[src/rtl/light_bar_pkg.sv]
// Shared types and constants for the light-bar mode controller.
// Imported by the interface, the debouncer and the top.
package light_bar_pkg;

  localparam int NUM_PATTERNS = 3;
  localparam int LED_COUNT    = 8;

  typedef enum logic [1:0] {
    OFF   = 2'd0,
    BLANK = 2'd1,
    RUN   = 2'd2,
    HOLD  = 2'd3
  } state_e;

  typedef logic [1:0] mode_t;

  function automatic mode_t next_mode(input mode_t m);
    return (m == 2'd3) ? 2'd0 : m + 2'd1;
  endfunction

  function automatic logic [NUM_PATTERNS-1:0] mode_onehot(input mode_t m);
    logic [NUM_PATTERNS-1:0] oh;
    oh = '0;
    if (m != 2'd0) oh[m - 2'd1] = 1'b1;
    return oh;
  endfunction

endpackage

[src/rtl/light_mode_ctrl_if.sv]
// Bundle between the mode controller and the pattern generators / LED bar.
// master = controller side, slave = generator side.
interface light_mode_ctrl_if;
  import light_bar_pkg::*;

  logic [NUM_PATTERNS*LED_COUNT-1:0] pat_green;
  logic [NUM_PATTERNS*LED_COUNT-1:0] pat_red;
  logic [NUM_PATTERNS-1:0]           pattern_enable;
  logic [LED_COUNT-1:0]              greenLight;
  logic [LED_COUNT-1:0]              redLight;

  modport master (
    input  pat_green,
    input  pat_red,
    output pattern_enable,
    output greenLight,
    output redLight
  );

  modport slave (
    output pat_green,
    output pat_red,
    input  pattern_enable,
    input  greenLight,
    input  redLight
  );

endinterface

[src/rtl/debounce_sync.sv]
// Two-flop synchroniser followed by a stable-level debounce counter.
// level follows raw only after DEBOUNCE_CYCLES consecutive differing samples.
module debounce_sync #(
  parameter int DEBOUNCE_CYCLES = 500000
) (
  input  logic clock,
  input  logic reset,
  input  logic raw,
  output logic level
);

  localparam int CW = $clog2(DEBOUNCE_CYCLES) + 1;
  localparam logic [CW-1:0] LAST = CW'(DEBOUNCE_CYCLES - 1);
  localparam logic [CW-1:0] MAX  = '1;

  logic          s1_q, s2_q;
  logic          level_q, level_d;
  logic [CW-1:0] cnt_q, cnt_d;

  always_comb begin
    level_d = level_q;
    cnt_d   = '0;
    if (s2_q != level_q) begin
      if (cnt_q >= LAST) begin
        level_d = s2_q;
        cnt_d   = '0;
      end else if (cnt_q != MAX) begin
        cnt_d = cnt_q + CW'(1);
      end else begin
        cnt_d = cnt_q;
      end
    end
  end

  always_ff @(posedge clock or negedge reset) begin
    if (!reset) begin
      s1_q    <= 1'b0;
      s2_q    <= 1'b0;
      level_q <= 1'b0;
      cnt_q   <= '0;
    end else begin
      s1_q    <= raw;
      s2_q    <= s1_q;
      level_q <= level_d;
      cnt_q   <= cnt_d;
    end
  end

  assign level = level_q;

endmodule

[src/rtl/light_mode_ctrl.sv]
// Light-bar mode controller: debounced next/run inputs, mode FSM,
// one-hot generator enables with a blank gap, registered light mux.
module light_mode_ctrl
  import light_bar_pkg::*;
#(
  parameter int DEBOUNCE_CYCLES = 500000,
  parameter int BLANK_CYCLES    = 1
) (
  input  logic                clock,
  input  logic                reset,
  input  logic                btn_next,
  input  logic                run_sw,
  light_mode_ctrl_if.master   bar,
  output logic [1:0]          mode
);

  localparam logic [7:0] BLANK_LAST = 8'(BLANK_CYCLES - 1);

  logic btn_db, run_db;
  logic btn_prev_q;
  logic press;

  state_e state_q, state_d;
  mode_t  mode_q, mode_d;
  logic [7:0] blank_q, blank_d;

  logic [NUM_PATTERNS-1:0] en_q, en_d;
  logic [LED_COUNT-1:0]    green_q, green_d;
  logic [LED_COUNT-1:0]    red_q, red_d;

  debounce_sync #(.DEBOUNCE_CYCLES(DEBOUNCE_CYCLES)) u_btn (
    .clock (clock),
    .reset (reset),
    .raw   (btn_next),
    .level (btn_db)
  );

  debounce_sync #(.DEBOUNCE_CYCLES(DEBOUNCE_CYCLES)) u_run (
    .clock (clock),
    .reset (reset),
    .raw   (run_sw),
    .level (run_db)
  );

  assign press = btn_db & ~btn_prev_q;

  // A run-switch fall in RUN takes priority over a coincident press.
  always_comb begin
    state_d = state_q;
    mode_d  = mode_q;
    blank_d = '0;
    unique case (state_q)
      OFF: begin
        if (press) begin
          mode_d = 2'd1;
          if (run_db) state_d = BLANK;
        end
      end
      BLANK: begin
        if (blank_q >= BLANK_LAST)
          state_d = (mode_q != 2'd0) ? RUN : OFF;
        else
          blank_d = blank_q + 8'd1;
      end
      RUN: begin
        if (!run_db) begin
          state_d = HOLD;
        end else if (press) begin
          mode_d  = next_mode(mode_q);
          state_d = BLANK;
        end
      end
      HOLD: begin
        if (run_db)     state_d = BLANK;
        else if (press) mode_d  = next_mode(mode_q);
      end
      default: state_d = OFF;
    endcase
  end

  always_comb begin
    en_d    = (state_d == RUN) ? mode_onehot(mode_d) : '0;
    green_d = '0;
    red_d   = '0;
    if (state_q == RUN && state_d == RUN) begin
      unique case (1'b1)
        en_q[0]: begin
          green_d = bar.pat_green[LED_COUNT-1:0];
          red_d   = bar.pat_red[LED_COUNT-1:0];
        end
        en_q[1]: begin
          green_d = bar.pat_green[2*LED_COUNT-1:LED_COUNT];
          red_d   = bar.pat_red[2*LED_COUNT-1:LED_COUNT];
        end
        en_q[2]: begin
          green_d = bar.pat_green[3*LED_COUNT-1:2*LED_COUNT];
          red_d   = bar.pat_red[3*LED_COUNT-1:2*LED_COUNT];
        end
        default: begin
          green_d = '0;
          red_d   = '0;
        end
      endcase
    end
  end

  always_ff @(posedge clock or negedge reset) begin
    if (!reset) begin
      state_q    <= OFF;
      mode_q     <= 2'd0;
      blank_q    <= '0;
      btn_prev_q <= 1'b0;
      en_q       <= '0;
      green_q    <= '0;
      red_q      <= '0;
    end else begin
      state_q    <= state_d;
      mode_q     <= mode_d;
      blank_q    <= blank_d;
      btn_prev_q <= btn_db;
      en_q       <= en_d;
      green_q    <= green_d;
      red_q      <= red_d;
    end
  end

  assign bar.pattern_enable = en_q;
  assign bar.greenLight     = green_q;
  assign bar.redLight       = red_q;
  assign mode               = mode_q;

endmodule

[src/flat_wrapper.sv]
// flat-port wrapper written by rule: the top's interface ports become plain ports
module light_mode_ctrl_flat import light_bar_pkg::*;
#(
  parameter int DEBOUNCE_CYCLES = 500000,
  parameter int BLANK_CYCLES    = 1
)
  (clock, reset, btn_next, run_sw, mode, bar_pat_green, bar_pat_red, bar_pattern_enable, bar_greenLight, bar_redLight);
  light_mode_ctrl_if bar_i ();
  input  logic clock;
  input  logic reset;
  input  logic btn_next;
  input  logic run_sw;
  output logic [1:0] mode;
  input wire logic [$bits(bar_i.pat_green)-1:0] bar_pat_green;
  input wire logic [$bits(bar_i.pat_red)-1:0] bar_pat_red;
  output wire logic [$bits(bar_i.pattern_enable)-1:0] bar_pattern_enable;
  output wire logic [$bits(bar_i.greenLight)-1:0] bar_greenLight;
  output wire logic [$bits(bar_i.redLight)-1:0] bar_redLight;
  assign bar_i.pat_green = bar_pat_green;
  assign bar_i.pat_red = bar_pat_red;
  assign bar_pattern_enable = bar_i.pattern_enable;
  assign bar_greenLight = bar_i.greenLight;
  assign bar_redLight = bar_i.redLight;
  light_mode_ctrl #(.DEBOUNCE_CYCLES(DEBOUNCE_CYCLES), .BLANK_CYCLES(BLANK_CYCLES)) u_core (.clock(clock), .reset(reset), .btn_next(btn_next), .run_sw(run_sw), .bar(bar_i), .mode(mode));
endmodule
[config.mk]
export PLATFORM = sky130hd
export DESIGN_NAME = light_mode_ctrl_flat
export DESIGN_NICKNAME = d
export VERILOG_FILES = /design/src/rtl/light_bar_pkg.sv /design/src/rtl/light_mode_ctrl_if.sv /design/src/rtl/debounce_sync.sv /design/src/rtl/light_mode_ctrl.sv /design/src/flat_wrapper.sv
export SDC_FILE = /design/constraint.sdc
export NUM_CORES = 1
export LEC_CHECK = 0
export BUFFER_PORTS_ARGS = -buffer_cell sky130_fd_sc_hd__buf_2
export CAP_MARGIN = 10
export CORE_UTILIZATION = 35
export CTS_BUF_LIST = sky130_fd_sc_hd__clkbuf_4
export DETAILED_ROUTE_END_ITERATION = 16
export GPL_ROUTABILITY_DRIVEN = 0
export PLACE_DENSITY_LB_ADDON = 0.15
export SYNTH_ARGS = -nofsm -noshare
export SYNTH_HDL_FRONTEND = slang
export SYNTH_SLANG_ARGS = --single-unit
[constraint.sdc]
create_clock -name clock -period 5.37 [get_ports clock]
set_input_delay 1.3425 -clock clock [delete_from_list [all_inputs] [get_ports clock]]
set_output_delay 1.3425 -clock clock [all_outputs]
set_load 0.01 [all_outputs]
==> metrics.csv <==
metric;value;unit
status;finished, final reports clean;
P_leak;1.82;nW
largest net degree at the start of global routing;71;
Area Overhead vs Synth;16.5;%
grt ovf;0;
DR vias/cell;5.54;
via count;3122;
Initial Utilization;35.9;%
Total Routed Length;8150;µm
most frequent cells in the layout;71 x buf_2, 70 x dfrtp_1, 33 x nor2_1;
Avg Cell Area, Syn;10.3;µm²
initial antenna violation count;0;
commonest non-fill, non-tap cell in the layout;buf_2;
row count;37;
Critical Path Max Stage Delay;0.71;ns
RSZ-0062 raised after global routing;false;
Worst VDD drop;0.000188;V
Final ANT Viol Nets;0;
Min Hold Slack;0.361;ns
diode count;0;
Post-Syn Area;3680;µm²
number of buffer and inverter stages on the critical path;1;
Core Region;10200;µm²
clock root buffer;clkbuf_4;
headroom to the max-slew limit;35.8;%
share of flip-flops with an asynchronous set or reset;100;%
Final Setup Violations;0;
routed length per instance;14.4;µm
CTS buffer count;9;
Max Clk Rate;0.373;GHz
Max Cap Violations;0;
layout cells sized above 1;26.6;%
TritonRoute pass-1 iters;6;
worst slew pin tran;0.964;ns
Die X;104;µm
CP required;4.03;ns
most area-consuming cells after synthesis;dfrtp_1 48%, a222oi_1 4.4%, nor2_1 3.4%, a21oi_2 3.1%, and4_1 2.9%;
Hold Buf Count CTS;0;
Setup CP Type;flip-flop to output port;
dpl cells;548;
synth unique cells;61;
dpl hpwl;5690;µm
final hold vios;0;
gr usage total;16.0;%
clock period minus worst slack;2.68;ns
CP Capture Type;output port;
EDFF count, synth;0;
Final period util;49.9;%
non-filler cells, final;564;
Min-Delay Path Class;flip-flop to flip-flop;
Worst EP arrival;1.34;ns
Die Y;104;µm
sequential area share after synthesis;47.7;%
H-tree levels;3;
clock latency at the later pin of the worst-skew pair;0.41;ns
fin. max-slew vios;0;
CTS tree;yes;
worst-path cell chain;buf_2;
Filler cells;1011;
final setup TNS;0;ns
drt first-iter violations;240;
Clock Sinks;70;
first-pass GRT wire length;14100;µm
Synth Flop Type;dfrtp_1;
Final Util;41.9;%
Worst path top cell family by delay;flip-flops;
Port Buf Inserts;72;
CP Max Fanout;17;
post-synthesis register bit count;70;
DIE AREA;10900;µm²
post-CTS setup buffers;0;
Net count, final;479;
post-synth top area cell;dfrtp_1;
final setup skew;0.0189;ns
Clock Pin Slew Worst Setup and Hold Paths;0.11;ns
DRC errors left;0;
Ports;73;
Cells after Synth;358;
area share of the largest cell type after synthesis;47.7;%
Crit-path slowest cell;dfrtp_1;
Setup crit start kind;flip-flop;
post-CTS resize count;0;
CTS Buffer Depth;2;
Ys Warns;0;
vias in the first global route;2986;
pwr dens;309;nW/µm²
==> power by group <==
group | leakage [nW] | internal, mW | switching (mW)
Combinational | 0.782 | 0.118 | 0.131
Clock | 0.101 | 0.241 | 0.193
Sequential | 0.941 | 0.567 | 0.0759
==> path summary, 6_finish.rpt <==
check | start | endpoint | slack [ns] | depth (start not counted)
worst max-delay path | u_core.bar.pattern_enable[1] | bar_pattern_enable[1] | 2.69 | 1
worst min-delay path | u_core.u_run.s1_q | u_core.u_run.s2_q | 0.36 | 0
worst max register to register | u_core.u_run.cnt_q[0] | u_core.u_run.cnt_q[16] | 3.15 | 5
worst min register to register | u_core.u_run.s1_q | u_core.u_run.s2_q | 0.36 | 0
max in group asynchronous | reset | u_core.u_run.cnt_q[19] | 3.75 | 1
min in group asynchronous | reset | u_core.u_btn.cnt_q[10] | 1.03 | 1
==> metrics by stage <==
step	area, µm²	setup slack [ns]	power (mW)
after floorplan	3680	3.52	0.821
after global placement	4100	3.17	0.902
after detailed placement	4100	3.12	0.903
after CTS	4280	2.68	1.34
after global routing	4280	2.59	1.41
final	4280	2.69	1.33
==> routing by layer <==
layer | wire length [µm] | share of wire (%) | GRT usage [%]
met1 | 3920 | 48 | 22.0
met2 | 3690 | 45 | 24.6
met3 | 432 | 5.3 | 3.57
met4 | 103 | 1.3 | 5.82
met5 | 0 | 0 | 0
==> flip-flops by register name, indices dropped and copies added, names as in the netlist <==
signal and cells:
u_core.bar.greenLight 8, u_core.bar.pattern_enable 3, u_core.bar.redLight 8, u_core.btn_prev_q 1, u_core.mode 2, u_core.state_q 2, u_core.u_btn.cnt_q 20, u_core.u_btn.level 1
u_core.u_btn.s1_q 1, u_core.u_btn.s2_q 1, u_core.u_run.cnt_q 20, u_core.u_run.level 1, u_core.u_run.s1_q 1, u_core.u_run.s2_q 1
==> layout make-up <==
class | instances | area, µm² | area share [%]
Timing Repair Buffer | 72 | 363 | 8.47
Tap cell | 136 | 170 | 3.97
Sequential cell | 70 | 1750 | 40.9
Inverter | 13 | 48.8 | 1.14
Clock inverter | 6 | 109 | 2.54
Clock buffer | 10 | 75.1 | 1.75
Multi-Input combinational cell | 257 | 1770 | 41.2
==> synthesized netlist by cell type, types with 6 or more instances <==
cell type	number
dfrtp_1	70
nor2_1	33
a222oi_1	16
nand3_1	16
nor3_1	16
a21oi_1	15
a21oi_2	13
inv_1	13
and4_1	12
nand2_1	12
nand4_1	11
a211oi_1	10
clkbuf_1	8
o31ai_1	8
or4_1	7
a31oi_1	6
and3_1	6
nor2b_1	6
o21ai_0	6
or3_1	6
==> cells by family after synthesis <==
| kind of cell | Yosys count | synth area share [%] |
|---|---|---|
| AOI/OAI and AO/OA | 98 | 21.2 |
| xor gates and xnor gates | 2 | 0.477 |
| adders and majority gates | 4 | 1.36 |
| buffers and inverters | 32 | 4.39 |
| DFF | 70 | 47.7 |
| muxes | 5 | 1.46 |
| other | 1 | 0.102 |
| and+or+nand+nor | 146 | 23.4 |
Note: power is estimated with default switching activity, not from simulation.
